===== src/rtl/bcd_calc_core_pkg.sv =====
// Shared definitions for the BCD add/subtract core: FSM states, operation codes, digit constants.
package bcd_calc_core_pkg;

  localparam int BCD_W   = 4;
  localparam int BCD_MAX = 9;

  typedef enum logic [1:0] {
    ST_IDLE = 2'd0,
    ST_CALC = 2'd1,
    ST_NEGC = 2'd2,
    ST_DONE = 2'd3
  } state_t;

  typedef enum logic {
    OP_ADD = 1'b0,
    OP_SUB = 1'b1
  } op_t;

  function automatic logic [BCD_W-1:0] nines(input logic [BCD_W-1:0] d);
    return BCD_W'(BCD_MAX) - d;
  endfunction

endpackage


===== src/rtl/bcd_calc_core_digit_adder.sv =====
// Single BCD digit adder: binary sum with +6 correction when the sum exceeds 9.
module bcd_digit_adder (
  input  logic [3:0] a,
  input  logic [3:0] b,
  input  logic       cin,
  output logic [3:0] s,
  output logic       cout
);

  logic [4:0] bin_sum;

  assign bin_sum = {1'b0, a} + {1'b0, b} + {4'b0000, cin};
  assign cout    = (bin_sum > 5'd9);
  assign s       = cout ? (bin_sum[3:0] + 4'd6) : bin_sum[3:0];

endmodule


===== src/rtl/bcd_calc_core.sv =====
// Digit-serial BCD add/subtract core with edge-detected button loads/starts and a registered result.
module bcd_calc_core
  import bcd_calc_core_pkg::*;
#(
  parameter int DIGITS = 2
) (
  input  logic                  clk,
  input  logic                  rst,
  input  logic [4*DIGITS-1:0]   inA,
  input  logic [4*DIGITS-1:0]   inB,
  input  logic                  btnLoadA,
  input  logic                  btnLoadB,
  input  logic                  btnAdd,
  input  logic                  btnSub,
  output logic [4*DIGITS-1:0]   result,
  output logic                  neg,
  output logic                  ovf,
  output logic                  busy,
  output logic                  done,
  output logic                  err
);

  localparam int W     = BCD_W * DIGITS;
  localparam int IDX_W = (DIGITS > 1) ? $clog2(DIGITS) : 1;
  localparam logic [IDX_W-1:0] LAST_IDX = IDX_W'(DIGITS - 1);

  state_t           state_q, state_d;
  op_t              op_q, op_d;
  logic [IDX_W-1:0] idx_q, idx_d;
  logic             cy_q, cy_d;
  logic [W-1:0]     acc_q, acc_d;
  logic [W-1:0]     reg_a_q, reg_a_d;
  logic [W-1:0]     reg_b_q, reg_b_d;
  logic [W-1:0]     result_q, result_d;
  logic             neg_q, neg_d;
  logic             ovf_q, ovf_d;
  logic             err_q, err_d;
  logic [3:0]       btn_q;
  logic [3:0]       btn_edge;

  logic [BCD_W-1:0] dig_a, dig_b, dig_acc;
  logic [BCD_W-1:0] add_a, add_b, add_s;
  logic             add_cin, add_cout;

  function automatic logic all_bcd(input logic [W-1:0] v);
    logic ok;
    ok = 1'b1;
    for (int i = 0; i < DIGITS; i++) begin
      if (v[i*BCD_W +: BCD_W] > BCD_W'(BCD_MAX)) ok = 1'b0;
    end
    return ok;
  endfunction

  // Bit order: {sub, add, loadB, loadA}.
  assign btn_edge = {btnSub, btnAdd, btnLoadB, btnLoadA} & ~btn_q;

  assign dig_a   = reg_a_q[idx_q*BCD_W +: BCD_W];
  assign dig_b   = reg_b_q[idx_q*BCD_W +: BCD_W];
  assign dig_acc = acc_q[idx_q*BCD_W +: BCD_W];

  // NEGC turns the 9's-complement difference into its 10's complement magnitude.
  always_comb begin
    add_cin = cy_q;
    if (state_q == ST_NEGC) begin
      add_a = '0;
      add_b = nines(dig_acc);
    end else begin
      add_a = dig_a;
      add_b = (op_q == OP_SUB) ? nines(dig_b) : dig_b;
    end
  end

  bcd_digit_adder u_digit_adder (
    .a    (add_a),
    .b    (add_b),
    .cin  (add_cin),
    .s    (add_s),
    .cout (add_cout)
  );

  always_comb begin
    state_d  = state_q;
    op_d     = op_q;
    idx_d    = idx_q;
    cy_d     = cy_q;
    acc_d    = acc_q;
    reg_a_d  = reg_a_q;
    reg_b_d  = reg_b_q;
    result_d = result_q;
    neg_d    = neg_q;
    ovf_d    = ovf_q;
    err_d    = err_q;

    case (state_q)
      ST_IDLE: begin
        if (btn_edge[0] || btn_edge[1]) begin
          err_d = 1'b0;
          if (btn_edge[0]) begin
            if (all_bcd(inA)) reg_a_d = inA;
            else              err_d   = 1'b1;
          end
          if (btn_edge[1]) begin
            if (all_bcd(inB)) reg_b_d = inB;
            else              err_d   = 1'b1;
          end
        end else if (btn_edge[2] || btn_edge[3]) begin
          op_d    = btn_edge[2] ? OP_ADD : OP_SUB;
          cy_d    = !btn_edge[2];
          idx_d   = '0;
          state_d = ST_CALC;
        end
      end

      ST_CALC: begin
        acc_d[idx_q*BCD_W +: BCD_W] = add_s;
        cy_d  = add_cout;
        idx_d = idx_q + 1'b1;
        if (idx_q == LAST_IDX) begin
          idx_d = '0;
          if (op_q == OP_ADD || add_cout) begin
            result_d = acc_d;
            neg_d    = 1'b0;
            ovf_d    = (op_q == OP_ADD) && add_cout;
            state_d  = ST_DONE;
          end else begin
            cy_d    = 1'b1;
            state_d = ST_NEGC;
          end
        end
      end

      ST_NEGC: begin
        acc_d[idx_q*BCD_W +: BCD_W] = add_s;
        cy_d  = add_cout;
        idx_d = idx_q + 1'b1;
        if (idx_q == LAST_IDX) begin
          idx_d    = '0;
          result_d = acc_d;
          neg_d    = 1'b1;
          ovf_d    = 1'b0;
          state_d  = ST_DONE;
        end
      end

      ST_DONE: state_d = ST_IDLE;

      default: state_d = ST_IDLE;
    endcase
  end

  always_ff @(posedge clk or negedge rst) begin
    if (!rst) begin
      state_q  <= ST_IDLE;
      op_q     <= OP_ADD;
      idx_q    <= '0;
      cy_q     <= 1'b0;
      acc_q    <= '0;
      reg_a_q  <= '0;
      reg_b_q  <= '0;
      result_q <= '0;
      neg_q    <= 1'b0;
      ovf_q    <= 1'b0;
      err_q    <= 1'b0;
      btn_q    <= '0;
    end else begin
      state_q  <= state_d;
      op_q     <= op_d;
      idx_q    <= idx_d;
      cy_q     <= cy_d;
      acc_q    <= acc_d;
      reg_a_q  <= reg_a_d;
      reg_b_q  <= reg_b_d;
      result_q <= result_d;
      neg_q    <= neg_d;
      ovf_q    <= ovf_d;
      err_q    <= err_d;
      btn_q    <= {btnSub, btnAdd, btnLoadB, btnLoadA};
    end
  end

  assign result = result_q;
  assign neg    = neg_q;
  assign ovf    = ovf_q;
  assign err    = err_q;
  assign busy   = (state_q == ST_CALC) || (state_q == ST_NEGC);
  assign done   = (state_q == ST_DONE);

endmodule


===== config.mk =====
export PLATFORM = sky130hd
export DESIGN_NAME = bcd_calc_core
export DESIGN_NICKNAME = d
export VERILOG_FILES = /design/src/rtl/bcd_calc_core_pkg.sv /design/src/rtl/bcd_calc_core_digit_adder.sv /design/src/rtl/bcd_calc_core.sv
export SDC_FILE = /design/constraint.sdc
export NUM_CORES = 1
export LEC_CHECK = 0
export CAP_MARGIN = 0
export CORE_MARGIN = 8
export CORE_UTILIZATION = 50
export CTS_CLUSTER_SIZE = 20
export DETAILED_ROUTE_END_ITERATION = 10
export DONT_BUFFER_PORTS = 1
export SLEW_MARGIN = 30
export SYNTH_ARGS = -nofsm -noshare
export SYNTH_HDL_FRONTEND = slang
export SYNTH_SLANG_ARGS = --single-unit

===== constraint.sdc =====
create_clock -name clk -period 4.5 [get_ports clk]
set_input_delay 1.35 -clock clk [delete_from_list [all_inputs] [get_ports clk]]
set_output_delay 1.35 -clock clk [all_outputs]
set_load 0.02 [all_outputs]

==> results of run 1 <==
worst max-delay path, delay by kind of cell, from the launching register on:
family,cells,cell delay [ns]
xor+xnor,1,0.37
compound gates,4,1.25
simple gates,1,0.09
flops,1,0.43
mux,1,0.39
buf+inv,2,0.18
fa+ha+maj,4,1.26
per-layer routing:
layer  GRT usage (%)  routed length, um  vias up
met1           15.03               1923      769
met4           5.016                 46        0
met3           5.171                303        5
met5               0                  0        -
li1                -                  -      741
met2           22.71               2321       31
timing repair:
action | in CTS | in global routing
hold buffers | 0 | 0
gates resized for setup | 0 | 1
setup buffers | 0 | 0
endpoints found under the setup margin | 0 | 6
kinds of logic after synthesis:
| logic type | count (synthesis) | synth area share [%] |
|---|---|---|
| compound gates | 47 | 14.15 |
| xor+xnor | 4 | 1.495 |
| fa+ha+maj | 13 | 7.581 |
| buf+inv | 18 | 3.203 |
| flops | 44 | 46.98 |
| mux | 38 | 17.41 |
| simple gates | 43 | 9.184 |
registers in the layout (all words and copies together), names as in the netlist:
signal / count
acc_q: 8
reg_a_q: 8
reg_b_q: 8
result: 8
btn_q: 4
state_q: 2
add_cin: 1
err: 1
idx_q: 1
neg: 1
op_q: 1
ovf: 1
path summary, 6_finish.rpt:
path | from | end | slack (ns) | cells past startpoint
min reg2reg | acc_q[5]$_DFFE_PN0N_ | acc_q[5]$_DFFE_PN0N_ | 0.49 | 2
max in group asynchronous | rst | reg_a_q[3]$_DFFE_PN0P_ | 3.65 | 0
min | acc_q[5]$_DFFE_PN0N_ | acc_q[5]$_DFFE_PN0N_ | 0.49 | 2
min in group asynchronous | rst | result[3]$_DFFE_PN0P_ | 0.74 | 0
max reg2reg | state_q[0]$_DFFE_PN0P_ | result[1]$_DFFE_PN0P_ | 0.42 | 13
max | state_q[0]$_DFFE_PN0P_ | result[1]$_DFFE_PN0P_ | 0.42 | 13
cell type report:
type | instances | area [sq um]
fillers | 421 | 2153
multi-input cells | 145 | 1170
flip-flops and latches | 44 | 1101
clock buffers | 7 | 76.32
well taps | 54 | 67.56
inverters | 12 | 45.04
clock inverters | 1 | 8.758
repair buffers | 1 | 7.507
Yosys cell counts (all sizes together) (2+ instances only):
cell,count
a21o,3
clkbuf,5
xnor2,4
ha,11
o21ai,17
o211ai,3
o21a,3
nor2,10
nand4b,2
dfrtp,44
mux2i,16
and2,3
o22ai,3
a21boi,2
nor4b,2
nand2b,2
a21oi,6
nor2b,2
inv,12
mux2,22
nand2,17
fa,2
per-stage QoR:
stage	area, sq um	util, %	hold slack, ns	std cells
4_1_cts	2474	53.43	0.4924	264
3_5_place_dp	2389	51.59	0.4752	256
3_3_place_gp	2389	51.59	0.4639	256
6_report	2476	53.49	0.4884	264
2_1_floorplan	2344	-	0.4496	207
5_1_grt	2476	53.49	0.5319	264
==> flow_summary.ini, run 1 <==
[floorplan]
rows = 25
dieWidth_um = 84.46
dieArea_sq_mm = 0.007133
coreArea_sq_mm = 0.004629
start_util_pct = 50.62
ios = 35
die_h_um = 84.46

[critical_path]
cp_data_required_time_ns = 4.69
crit_chain = inv_1 > ha_2 > nor2_1 > a21oi_1 > fa_1 > inv_1 > fa_1 > xnor2_1 > ha_1 > a21boi_0 > o41ai_4 > o21bai_2 > mux2_2
critPathKind = flip-flop to flip-flop
arrival_ns = 4.27
worst_setup_path_start_kind = flip-flop
cp_slowest_cell = o21bai_2
crit_path_max_fanout = 17
max_stage_delay_ns = 0.47
worstSetupEndpointType = flip-flop

[clocking]
clkSinkCount = 44
cts-root-buf = clkbuf_8
clk_latency_ns = 0.29
cts_tree = done
h-tree-depth = 2
clk_pin_slew_ns = 0.08
cts_made_buffers = 5
clockBufferDepth = 2

[detailed_routing]
via_count = 1546
ant_nets = 0
drtIter0Drc = 45
drt-total-wl_mm = 4.595
avgRoutedWirePerCell_um = 17.41
drc = 0
detail_route.first_pass.iterations = 4
viasPerCell = 5.856

[global_routing]
grt_antenna_before_repair = 0
grt_first_pass_wirelength_mm = 7.645
grt_use_total_pct = 13.47
grt_pass1_vias = 1597
grt_overflow = 0
grt_max_degree = 45

[yosys]
syn_inst = 207
yosysWarnings = 0
synth-edff-count = 0
syn_area_sq_mm = 0.002343
synth_fp_nets = 242
ys_ff_latch = 44
synthArstFlopShare_pct = 100.0
seq_area_frac_synth_pct = 46.98
synth_area_per_cell_sq_um = 11.32
yosys-top-cells-area = dfrtp_1 47%, mux2_2 10%, mux2i_1 6.8%
netlist.top_cell.by_area = dfrtp_1
synth_cell_types = 40
synth_top_area_share_pct = 46.98
synth_ff_type = dfrtp_1

[sta]
max_freq_mhz = 245.1
min_period_over_period_pct = 90.68
fin_ws_ns = 0.4196
setup_tns_ns = 0
hold_viol_final = 0
rsz0062_at_grt = false
slew_viol_final = 0
relSlewSlack_pct = 60.58
finalSetupViolCount = 0
tightest_slew_ns = 0.5894
period_needed_ns = 4.080
fin_worst_skew_ns = 0.004139

[finish]
final_common_cell = dfrtp_1
finalNetCount = 244
final_layout_size_suffix_gt1_share_pct = 15.24
areaGrowthSynthToFinish_pct = 5.659
final_cell_mix = 44 x dfrtp_1, 21 x mux2_2, 17 x nand2_1, 17 x o21ai_0, 16 x mux2i_1
diodes = 0

[placement]
dp_hpwl_mm = 3.605
port_buffers = 0
dp_slack_ns = 0.2835
place.gp.congestion = 0.8198

[flow_run]
drv_cap = 0

[status]
status = finished clean

[min_path]
hold_path.class = flip-flop to flip-flop
Power of run 1 is not shown: default switching activity piles up to over one toggle a cycle in this logic, so the estimate is an artifact.
==> inputs of run 2 (changes only) <==
--- a/config.mk
+++ b/config.mk
@@ -11,6 +11,7 @@
 export CTS_CLUSTER_SIZE = 20
 export DETAILED_ROUTE_END_ITERATION = 10
 export DONT_BUFFER_PORTS = 1
+export HOLD_SLACK_MARGIN = 0.12
 export SLEW_MARGIN = 30
 export SYNTH_ARGS = -nofsm -noshare
 export SYNTH_HDL_FRONTEND = slang
==> results of run 2 <==
The final DEF is identical to that of run 1; final timing and power are the same.
Power of run 2 is left out for the same reason.
